### src/rtl/palette_fader_if.sv
// Palette fader bus: level selection, palette-table writes, pixel lookup
// and the displayed-colour outputs, bundled for the fader and its host.
interface palette_fader_if #(
    parameter int LEVELS  = 8,
    parameter int NCOLORS = 4,
    parameter int CH_W    = 4
);
    localparam int CW = 3 * CH_W;
    localparam int LW = $clog2(LEVELS);
    localparam int IW = $clog2(NCOLORS);

    logic [LW-1:0]         LEVEL;
    logic                  FADE_EN;
    logic                  WR_EN;
    logic [LW-1:0]         WR_LEVEL;
    logic [IW-1:0]         WR_INDEX;
    logic [CW-1:0]         WR_DATA;
    logic [IW-1:0]         PIX_INDEX;
    logic [CW-1:0]         PIX_COLOR;
    logic [NCOLORS*CW-1:0] COLORS;
    logic [LW-1:0]         CUR_LEVEL;
    logic                  BUSY;

    // Host side: selects levels, writes the table, looks up pixels.
    modport master (
        output LEVEL, FADE_EN, WR_EN, WR_LEVEL, WR_INDEX, WR_DATA, PIX_INDEX,
        input  PIX_COLOR, COLORS, CUR_LEVEL, BUSY
    );

    // Fader side.
    modport slave (
        input  LEVEL, FADE_EN, WR_EN, WR_LEVEL, WR_INDEX, WR_DATA, PIX_INDEX,
        output PIX_COLOR, COLORS, CUR_LEVEL, BUSY
    );
endinterface

### src/rtl/palette_fader.sv
// Palette fader: a writable LEVELS x NCOLORS colour table and a set of
// displayed colours that either snap to a newly selected palette or walk
// toward it one channel unit per STEP_DIV cycles.
module palette_fader #(
    parameter int LEVELS   = 8,
    parameter int NCOLORS  = 4,
    parameter int CH_W     = 4,
    parameter int STEP_DIV = 4
) (
    input  logic           CLK,
    input  logic           RESET_N,
    palette_fader_if.slave bus
);
    localparam int CW = 3 * CH_W;
    localparam int LW = $clog2(LEVELS);
    localparam int SW = (STEP_DIV > 1) ? $clog2(STEP_DIV) : 1;

    typedef enum logic {IDLE, FADE} state_t;

    state_t          state_q, state_d;
    logic [LW-1:0]   cur_level_q, cur_level_d;
    logic [LW-1:0]   target_q, target_d;
    logic [SW-1:0]   step_q, step_d;
    logic [CW-1:0]   disp_q [NCOLORS];
    logic [CW-1:0]   disp_d [NCOLORS];
    logic [CW-1:0]   stepped [NCOLORS];
    logic [CW-1:0]   tbl_q [LEVELS][NCOLORS];
    logic [CW-1:0]   pix_q;
    logic [NCOLORS*CW-1:0] colors_flat;
    logic            all_match;
    logic            step_wrap;

    // Power-up palette contents; the reference 8x4x4 configuration has a
    // fixed set of hand-picked colours, anything else gets black plus white.
    function automatic logic [CW-1:0] default_entry(input int lvl, input int idx);
        logic [11:0] e12;
        e12 = 12'h000;
        if (LEVELS == 8 && NCOLORS == 4 && CH_W == 4 && idx < 2) begin
            case (lvl * 2 + idx)
                0:  e12 = 12'h4cf;  1: e12 = 12'h05f;
                2:  e12 = 12'h8d0;  3: e12 = 12'h0a0;
                4:  e12 = 12'hf7f;  5: e12 = 12'he0d;
                6:  e12 = 12'h6e6;  7: e12 = 12'h06f;
                8:  e12 = 12'h6fa;  9: e12 = 12'hf06;
                10: e12 = 12'h5f9; 11: e12 = 12'h78f;
                12: e12 = 12'hf30; 13: e12 = 12'h888;
                14: e12 = 12'h74f; 15: e12 = 12'hb02;
                default: e12 = 12'h000;
            endcase
            return CW'(e12);
        end
        return (idx == NCOLORS - 1) ? '1 : '0;
    endfunction

    // Move each channel one unit toward the target channel; equal holds.
    function automatic logic [CW-1:0] step_toward(input logic [CW-1:0] cur,
                                                   input logic [CW-1:0] tgt);
        logic [CW-1:0] res;
        res = cur;
        for (int c = 0; c < 3; c++) begin
            if (cur[c*CH_W +: CH_W] < tgt[c*CH_W +: CH_W])
                res[c*CH_W +: CH_W] = cur[c*CH_W +: CH_W] + CH_W'(1);
            else if (cur[c*CH_W +: CH_W] > tgt[c*CH_W +: CH_W])
                res[c*CH_W +: CH_W] = cur[c*CH_W +: CH_W] - CH_W'(1);
        end
        return res;
    endfunction

    // Palette table: reset to defaults, written by the host strobe.
    // NOTE: the table is reset on purpose -- it must come up with known
    // palettes and lose pre-reset writes, so it cannot map onto a RAM macro.
    always_ff @(posedge CLK or negedge RESET_N) begin
        if (!RESET_N) begin
            for (int l = 0; l < LEVELS; l++)
                for (int i = 0; i < NCOLORS; i++)
                    tbl_q[l][i] <= default_entry(l, i);
        end else if (bus.WR_EN) begin
            tbl_q[bus.WR_LEVEL][bus.WR_INDEX] <= bus.WR_DATA;
        end
    end

    // Candidate next displayed colours one step closer to the target.
    always_comb begin
        all_match = 1'b1;
        for (int i = 0; i < NCOLORS; i++) begin
            stepped[i] = step_toward(disp_q[i], tbl_q[target_q][i]);
            if (stepped[i] != tbl_q[target_q][i])
                all_match = 1'b0;
        end
    end

    assign step_wrap = (step_q == SW'(STEP_DIV - 1));

    // Next-state and datapath control for the IDLE/FADE controller.
    // NOTE: every output is given its hold value first so no path through
    // the case statement leaves one unassigned and infers a latch.
    always_comb begin
        state_d     = state_q;
        cur_level_d = cur_level_q;
        target_d    = target_q;
        step_d      = step_q;
        for (int i = 0; i < NCOLORS; i++)
            disp_d[i] = disp_q[i];

        case (state_q)
            IDLE: begin
                for (int i = 0; i < NCOLORS; i++)
                    disp_d[i] = tbl_q[cur_level_q][i];
                if (bus.LEVEL != cur_level_q) begin
                    if (bus.FADE_EN) begin
                        target_d = bus.LEVEL;
                        step_d   = '0;
                        state_d  = FADE;
                    end else begin
                        cur_level_d = bus.LEVEL;
                        for (int i = 0; i < NCOLORS; i++)
                            disp_d[i] = tbl_q[bus.LEVEL][i];
                    end
                end
            end
            FADE: begin
                if (!bus.FADE_EN) begin
                    // Fading switched off: jump straight to the target.
                    cur_level_d = target_q;
                    step_d      = '0;
                    state_d     = IDLE;
                    for (int i = 0; i < NCOLORS; i++)
                        disp_d[i] = tbl_q[target_q][i];
                end else begin
                    step_d = step_wrap ? '0 : step_q + SW'(1);
                    if (step_wrap)
                        for (int i = 0; i < NCOLORS; i++)
                            disp_d[i] = stepped[i];
                    if (bus.LEVEL != target_q) begin
                        // Retarget keeps the colours and step phase as-is.
                        target_d = bus.LEVEL;
                    end else if (step_wrap && all_match) begin
                        cur_level_d = target_q;
                        state_d     = IDLE;
                    end
                end
            end
            default: state_d = IDLE;
        endcase
    end

    // Controller state register.
    // NOTE: sequential state uses non-blocking assignments so every
    // register samples the values from before the clock edge.
    always_ff @(posedge CLK or negedge RESET_N) begin
        if (!RESET_N) state_q <= IDLE;
        else          state_q <= state_d;
    end

    // Committed level, fade target, step phase and displayed colours.
    always_ff @(posedge CLK or negedge RESET_N) begin
        if (!RESET_N) begin
            cur_level_q <= '0;
            target_q    <= '0;
            step_q      <= '0;
            for (int i = 0; i < NCOLORS; i++)
                disp_q[i] <= default_entry(0, i);
        end else begin
            cur_level_q <= cur_level_d;
            target_q    <= target_d;
            step_q      <= step_d;
            for (int i = 0; i < NCOLORS; i++)
                disp_q[i] <= disp_d[i];
        end
    end

    // Registered pixel lookup into the displayed colours.
    always_ff @(posedge CLK or negedge RESET_N) begin
        if (!RESET_N) pix_q <= '0;
        else          pix_q <= disp_q[bus.PIX_INDEX];
    end

    // Flatten displayed colours onto the bus, index i at [i*CW +: CW].
    always_comb begin
        colors_flat = '0;
        for (int i = 0; i < NCOLORS; i++)
            colors_flat[i*CW +: CW] = disp_q[i];
    end

    assign bus.COLORS    = colors_flat;
    assign bus.PIX_COLOR = pix_q;
    assign bus.CUR_LEVEL = cur_level_q;
    assign bus.BUSY      = (state_q == FADE);
endmodule

### src/flat_wrapper.sv
// flat-port wrapper written by rule: the top's interface ports become plain ports
module palette_fader_flat 
#(
    parameter int LEVELS   = 8,
    parameter int NCOLORS  = 4,
    parameter int CH_W     = 4,
    parameter int STEP_DIV = 4
)
  (CLK, RESET_N, bus_LEVEL, bus_FADE_EN, bus_WR_EN, bus_WR_LEVEL, bus_WR_INDEX, bus_WR_DATA, bus_PIX_INDEX, bus_PIX_COLOR, bus_COLORS, bus_CUR_LEVEL, bus_BUSY);
  palette_fader_if #(.LEVELS(LEVELS), .NCOLORS(NCOLORS), .CH_W(CH_W)) bus_i ();
  input  logic CLK;
  input  logic RESET_N;
  input wire logic [$bits(bus_i.LEVEL)-1:0] bus_LEVEL;
  input wire logic [$bits(bus_i.FADE_EN)-1:0] bus_FADE_EN;
  input wire logic [$bits(bus_i.WR_EN)-1:0] bus_WR_EN;
  input wire logic [$bits(bus_i.WR_LEVEL)-1:0] bus_WR_LEVEL;
  input wire logic [$bits(bus_i.WR_INDEX)-1:0] bus_WR_INDEX;
  input wire logic [$bits(bus_i.WR_DATA)-1:0] bus_WR_DATA;
  input wire logic [$bits(bus_i.PIX_INDEX)-1:0] bus_PIX_INDEX;
  output wire logic [$bits(bus_i.PIX_COLOR)-1:0] bus_PIX_COLOR;
  output wire logic [$bits(bus_i.COLORS)-1:0] bus_COLORS;
  output wire logic [$bits(bus_i.CUR_LEVEL)-1:0] bus_CUR_LEVEL;
  output wire logic [$bits(bus_i.BUSY)-1:0] bus_BUSY;
  assign bus_i.LEVEL = bus_LEVEL;
  assign bus_i.FADE_EN = bus_FADE_EN;
  assign bus_i.WR_EN = bus_WR_EN;
  assign bus_i.WR_LEVEL = bus_WR_LEVEL;
  assign bus_i.WR_INDEX = bus_WR_INDEX;
  assign bus_i.WR_DATA = bus_WR_DATA;
  assign bus_i.PIX_INDEX = bus_PIX_INDEX;
  assign bus_PIX_COLOR = bus_i.PIX_COLOR;
  assign bus_COLORS = bus_i.COLORS;
  assign bus_CUR_LEVEL = bus_i.CUR_LEVEL;
  assign bus_BUSY = bus_i.BUSY;
  palette_fader #(.LEVELS(LEVELS), .NCOLORS(NCOLORS), .CH_W(CH_W), .STEP_DIV(STEP_DIV)) u_core (.CLK(CLK), .RESET_N(RESET_N), .bus(bus_i));
endmodule
### config.mk
export PLATFORM = sky130hd
export DESIGN_NAME = palette_fader_flat
export DESIGN_NICKNAME = d
export VERILOG_FILES = /design/src/rtl/palette_fader_if.sv /design/src/rtl/palette_fader.sv /design/src/flat_wrapper.sv
export SDC_FILE = /design/constraint.sdc
export NUM_CORES = 1
export LEC_CHECK = 0
export BUFFER_PORTS_ARGS = -buffer_cell sky130_fd_sc_hd__buf_2
export CAP_MARGIN = 20
export CORE_MARGIN = 3
export CORE_UTILIZATION = 44
export DETAILED_ROUTE_END_ITERATION = 12
export GPL_TIMING_DRIVEN = 0
export PLACE_DENSITY_LB_ADDON = 0.2
export SKIP_LAST_GASP = 1
export SYNTH_ARGS = -nofsm -noshare
export SYNTH_HDL_FRONTEND = slang
export SYNTH_SLANG_ARGS = --single-unit
### constraint.sdc
create_clock -name CLK -period 6.6 [get_ports CLK]
set_input_delay 0.66 -clock CLK [delete_from_list [all_inputs] [get_ports CLK]]
set_output_delay 0.66 -clock CLK [all_outputs]
set_load 0.05 [all_outputs]
# Word-level counts from Yosys, hierarchy flattened
# Index checks and enable logic that the tools add are counted.
dict set report word_totals {
  reg_bits 453
  inputBits 26
  out_inout_bits 64
  word_cells 198
}
dict set report classes {
  add_sub_neg 25
  n_lt_le_gt_ge 32
  n_eq_ne 15
  muxes 72
  bitwise 7
  n_reduce_logical 6
}
# operator count
set ops {}
lappend ops {{$mux W48} 11}
lappend ops {{$bmux W48 S3} 3}
lappend ops {{$bwmux W384} 1}
lappend ops {{$demux W48 S3} 1}
lappend ops {{$mux W4} 24}
lappend ops {{$pmux W48 S2} 1}
lappend ops {{$add A4 B1 Y4 const B} 12}
lappend ops {{$gt A4 B4 Y1} 12}
lappend ops {{$lt A4 B4 Y1} 12}
lappend ops {{$ne A12 B12 Y1} 4}
lappend ops {{$sub A4 B1 Y4 const B} 12}
lappend ops {{$mux W12} 3}
lappend ops {{$mux W3} 9}
lappend ops {{$bmux W12 S2} 1}
lappend ops {{$demux W12 S2} 1}
lappend ops {{$ge A4 B4 Y1 const B} 4}
lappend ops {{$not A3 Y4} 4}
lappend ops {{$pmux W3 S2} 2}
lappend ops {{$mux W1} 9}
lappend ops {{$ne A3 B3 Y1 const B} 3}
lappend ops {{$mux W2} 4}
lappend ops {{$ne A2 B2 Y1 const B} 4}
lappend ops {{$reduce_and A4 Y1} 2}
lappend ops {{$ge A3 B3 Y1 const B} 2}
lappend ops {{12 further kinds} 16}

# Longest topological paths before layout
dict set report logic_depth {
  depth_word 17
  depth_mapped 17
  mapped_depth_nobuf 13
}

# Least setup slack after synthesis
# No wires, ideal clock.
dict set report synth_timing {
  kind {register to register}
  start {reg u_core.target_q[1]}
  end {reg u_core.cur_level_q[0] (netlist: u_core.bus.CUR_LEVEL[0])}
  setup_ns 0.145
  arrival_time_ns 4.050
  required_ns 6.455
  path_slack_ns 2.405
  stages_incl_launch_ff 17
  path_buffers 5
  period_less_slack_ns 4.195
  path_cell_list {dfrtp_1 > buf_6 > buf_12 > buf_4 > buf_2 > buf_2 > mux4_2 > mux2i_2 > ha_1 > and4_1 > or4_1 > mux2i_1 > xor2_1 > xnor2_1 > or4_1 > o41ai_2 > a22oi_1}
}
dict set report synth_via {
  elab_chain_len 15
  elab_cells_between_ends 65
  cone_classes {24 x order compare; 7 x eq/ne; 31 x mux; 1 x bitwise; 2 x reduce/logical}
}
# element line
set synth_rtl {}
lappend synth_rtl {{start, declared} palette_fader.sv:22} ;# logic [LW-1:0] target_q, target_d;
lappend synth_rtl {{start signal, assigned} palette_fader.sv:165} ;# target_q <= target_d;
lappend synth_rtl {{$not A3 Y4 (not written as such)} {palette_fader.sv:86, palette_fader.sv:87}}
lappend synth_rtl {{$bmux W48 S3} {palette_fader.sv:86, palette_fader.sv:87}}
lappend synth_rtl {{$mux W48 (not written as such) (2 in series)} {palette_fader.sv:86, palette_fader.sv:87}}
lappend synth_rtl {{$gt A4 B4 Y1} palette_fader.sv:63} ;# else if (cur[c*CH_W +: CH_W] > tgt[c*CH_W +: CH_W])
lappend synth_rtl {{$mux W4} palette_fader.sv:63}
lappend synth_rtl {{$mux W4} palette_fader.sv:61} ;# if (cur[c*CH_W +: CH_W] < tgt[c*CH_W +: CH_W])
lappend synth_rtl {{$ne A12 B12 Y1} palette_fader.sv:87} ;# if (stepped[i] != tbl_q[target_q][i])
lappend synth_rtl {{$mux W1 (4 in series)} palette_fader.sv:87}
lappend synth_rtl {{$logic_and A1 B1 Y1} palette_fader.sv:137} ;# end else if (step_wrap && all_match) begin
lappend synth_rtl {{$ne A3 B3 Y1 (no source line)} --}
lappend synth_rtl {{$reduce_and A4 Y1 (no source line) *} --}
lappend synth_rtl {{end signal, assigned} palette_fader.sv:164} ;# cur_level_q <= cur_level_d;
lappend synth_rtl {{end, declared} palette_fader.sv:21} ;# logic [LW-1:0] cur_level_q, cur_level_d;
# Every way passes the cells marked *; elsewhere a longest branch is shown, timed or not. The select of a mux whose other input is x is not followed.
# A chain may end at the register's enable or synchronous reset.

# Worst setup path in the final report
dict set report layout_timing {
  start {reg u_core.target_q[2]}
  end {reg u_core.cur_level_q[2] (netlist: u_core.bus.CUR_LEVEL[2])}
}
dict set report layout_via {
  elab_chain_len 15
  elab_cells_between_ends 69
  cone_classes {24 x order compare; 7 x eq/ne; 35 x mux; 1 x bitwise; 2 x reduce/logical}
}
# element line
set layout_rtl {}
lappend layout_rtl {{$not A3 Y4 (not written as such)} {palette_fader.sv:86, palette_fader.sv:87}}
lappend layout_rtl {{$bmux W48 S3} {palette_fader.sv:86, palette_fader.sv:87}}
lappend layout_rtl {{$mux W48 (not written as such) (2 in series)} {palette_fader.sv:86, palette_fader.sv:87}}
lappend layout_rtl {{$gt A4 B4 Y1} palette_fader.sv:63}
lappend layout_rtl {{$mux W4} palette_fader.sv:63}
lappend layout_rtl {{$mux W4} palette_fader.sv:61}
lappend layout_rtl {{$ne A12 B12 Y1} palette_fader.sv:87}
lappend layout_rtl {{$mux W1 (4 in series)} palette_fader.sv:87}
lappend layout_rtl {{$logic_and A1 B1 Y1} palette_fader.sv:137}
lappend layout_rtl {{$ne A3 B3 Y1 (no source line)} --}
lappend layout_rtl {{$reduce_and A4 Y1 (no source line)} --}
# Several ways; a longest one is shown, not always the timed one. The select of a mux whose other input is x is not followed.

==> key figures <==
Pwr
  • Max VDD drop: between 0.2 and 0.25 mV
  • Pwr/cell area: 394.1 mW/mm²
  • P_leak: ~14 nW

Critical path
  • Reg-to-Reg End: u_core.bus.CUR_LEVEL[2]
  • CP endpoint kind: flop
  • Worst path depth: 15
  • Data arrival time of the worst path: 6.69 ns
  • Worst path max stage delay: 0.79 ns
  • CP Class: reg -> reg
  • Worst-case reg-to-reg path depth: 15
  • Worst setup path start: u_core.target_q[2]
  • Crit path cell chain: buf_2, buf_2, buf_2, buf_4, mux2i_1, ha_1, and4_1, nor4_1, o21ai_0, a211oi_1, xor2_1, and4_1, nand4b_1, o41ai_2, a22oi_1
  • Worst r2r src: u_core.target_q[2]
  • CP Capture Point: u_core.bus.CUR_LEVEL[2]
  • CP bufs+invs: 4
  • Cell family with most CP delay: buffers and inverters
  • CP max-delay cell: mux2i_1
  • Critical path fanouts, max: 10
  • Crit start category: flop
  • Worst EP required: 7.05 ns
  • Most used cell, CP: buf_2
  • Worst reg2reg setup slack: 0.36 ns

Timing
  • Post-layout min period: 6.236 ns
  • Unrepaired setup endpoints after global routing: false
  • Ratio of final minimum period to clock period: 94.49%
  • Endpoints failing hold: 0
  • Endpoints failing setup: 0
  • Worst clock skew: 0.03763 ns
  • Final WS setup: roughly 0.36 ns
  • Final Max Tran Viols: 0
  • Fmax: roughly 160 MHz
  • Slew margin rel.: 15.56%
  • Slew @ Worst Pin: 1.267 ns

Outcome
  • Status: completed

GRT
  • Vias in the first global route: 24,210
  • Initial antenna violation count: 5
  • First-pass GRT wire length: 181,500 µm
  • GRT Util Overall: 34.62%
  • Largest net degree at the start of global routing: 130
  • Grt ovf: 0

Final layout
  • Non-Filler Instances: about 3,500
  • Core Util, Final: 51.20%
  • Share of post-route cells with drive strength above 1: 45.82%
  • Fin nets: between 2,000 and 3,000
  • Area grow syn2layout: 14.31%

Clock network
  • Cts bufs inserted: 54
  • CTS tree: yes
  • Post-CTS sizing: 0
  • Hold buffers post-CTS: 0
  • Clk sinks: 453
  • Clock Tree Buf Depth: 3
  • Clock transition at path regs: 0.06 ns
  • Post-CTS setup repair buffer count: 0
  • Htree depth: 2
  • Clk root buf: clkbuf_16
  • Worst-Skew Late Latency: 0.64 ns

Floorplanning
  • Initial core utilization: 44.79%
  • Die Wd: 271.1 µm
  • Site Rows: 96
  • Die area: 0.07352 mm²
  • Core Region: 0.06907 mm²
  • Die Span Y: 271.1 µm
  • I/O pins: 90

Detailed routing
  • Via count: approximately 24,000
  • Drt pass-1 iters: 5
  • Drt wl/cell: 36.40 µm
  • Initial DRC count: 3,084
  • DRT Wirelength: 128,400 µm
  • DRT antenna net count: 0
  • # DRC: 0
  • Avg Vias per Cell: 6.942

Placement
  • IO Port Bufs: 86
  • Placer Congestion: 0.9911
  • DP Cell Count: 3,422
  • Pre-CTS WS: 0.5768 ns
  • Detailed Place HPWL: approximately 95,000 µm

Synth
  • Top FF cell, synth: dfrtp_1
  • Async S/R FF share, synth: between 90% and 100%
  • Post-synthesis sequential area ratio: 37.54%
  • Area of the mapped netlist: about 0.031 mm²
  • Mapped Cells: 2,348
  • Ys Warns: 0
  • Syn avg cell area: 13.17 µm²
  • #FFs+latches synth: 453
  • Unique masters post-synth: 64
  • Syn Nets: 2,447
  • EDFF count, synth: 0

Min path
  • Hold Crit Class: in -> async

Job
  • Max-cap violations: 0
==> cells in the final DEF (no fill, tap or decap), types with 13 or more instances in the layout <==
cell type	instances
mux2_2	393
mux4_2	289
dfrtp_1	232
dfstp_2	221
clkbuf_1	153
buf_2	100
a21oi_1	99
mux2i_1	92
nand2_1	86
a211oi_1	82
ha_1	73
nor2b_1	62
xnor2_1	57
clkbuf_16	54
o21ai_0	53
nor2_1	48
buf_8	45
inv_1	34
o211ai_1	31
buf_1	26
xor2_1	26
o22ai_1	22
nand3_1	18
nand4_1	18
and4_1	16
clkbuf_8	16
a21o_1	15
nor3_1	13
buf_16	13
==> stage by stage <==
stage	setup TNS [ns]	hold WS (ns)	instance area, µm²	total power [W]
final	0	0.03442	35360	0.01393
after global routing	0	0.09650	35360	0.01446
after global placement	-1222.08	0.5205	32530	0.01046
after detailed placement	0	0.5319	33540	0.01072
after CTS	0	0.07353	35310	0.01377
after floorplan	0	0.3644	30930	0.008500
==> kinds of logic after synthesis <==
kind of cell / count (synthesis) / synth area share [%]
adder cells (fa/ha/maj): 73 / 2.953
flip-flops: 453 / 37.54
multiplexers: 792 / 39.60
AO/OA/AOI/OAI: 367 / 7.754
buffers and inverters: 239 / 3.414
AND/OR/NAND/NOR: 333 / 5.829
XOR/XNOR: 91 / 2.912
==> power breakdown <==
part	switching, W	internal (W)
Sequential	0.000747	0.00359
Clock	0.00129	0.00176
Combinational	0.00382	0.00273
Total	0.00586	0.00808
==> Yosys cell counts, drive strengths merged, types with 59 or more instances <==
library cell    n  area [µm²]
buf            59       380.4
a211oi         82       615.6
mux2          393        4425
dfrtp         232        5806
mux4          300        6798
a21oi          99       495.5
nand2          86       322.8
mux2i          99        1026
dfstp         221        5807
nor2b          62       387.9
clkbuf        139       521.8
ha             73       913.4
==> worst min path at each step <==
stage / from / slack, ns / endpoint
2_1_floorplan: RESET_N / 0.36 / u_core.bus.BUSY
3_3_place_gp: u_core.tbl_q[265] / 0.52 / u_core.tbl_q[265]
3_5_place_dp: u_core.bus.COLORS[39] / 0.53 / u_core.bus.COLORS[39]
4_1_cts: RESET_N / 0.07 / u_core.tbl_q[368]
5_1_grt: RESET_N / 0.1 / u_core.tbl_q[320]
6_report: RESET_N / 0.03 / u_core.tbl_q[368]
==> metal layers <==
metal | GRT usage [%] | vias up | part of all wire (%)
met3 | 13.21 | 434 | 13
met4 | 20.43 | 4 | 7.3
met5 | 0 | - | 0.019
met1 | 42.79 | 12700 | 36
li1 | - | 9649 | -
met2 | 51.78 | 1704 | 44
==> registers in the layout, summed over array words and instances (netlist names) <==
name,cells
u_core.target_q,3
u_core.bus.COLORS,48
u_core.bus.PIX_COLOR,12
u_core.bus.CUR_LEVEL,3
u_core.bus.BUSY,1
u_core.tbl_q,384
u_core.step_q,2
==> area by class of cell <==
class	instances	area, µm²
Sequential cell	453	11610
Buffer	198	902.1
Clock inverter	16	143.9
Antenna cell	2	5.005
Clock buffer	84	1624
Fill cell	5905	33710
Inverter	41	153.9
Timing Repair Buffer	147	1489
Multi-Input combinational cell	1656	18270
Tap cell	931	1165
==> worst register-to-register path, cell delays in order, from the launching register on <==
cell and delay [ns]:
dfrtp_1 0.32, buf_2 0.30, buf_2 0.58, buf_2 0.51, buf_4 0.42, mux2i_1 0.79, ha_1 0.43, and4_1 0.24
nor4_1 0.24, o21ai_0 0.15, a211oi_1 0.58, xor2_1 0.38, and4_1 0.27, nand4b_1 0.13, o41ai_2 0.56, a22oi_1 0.18
No activity file was read; power rests on OpenSTA's default activity.
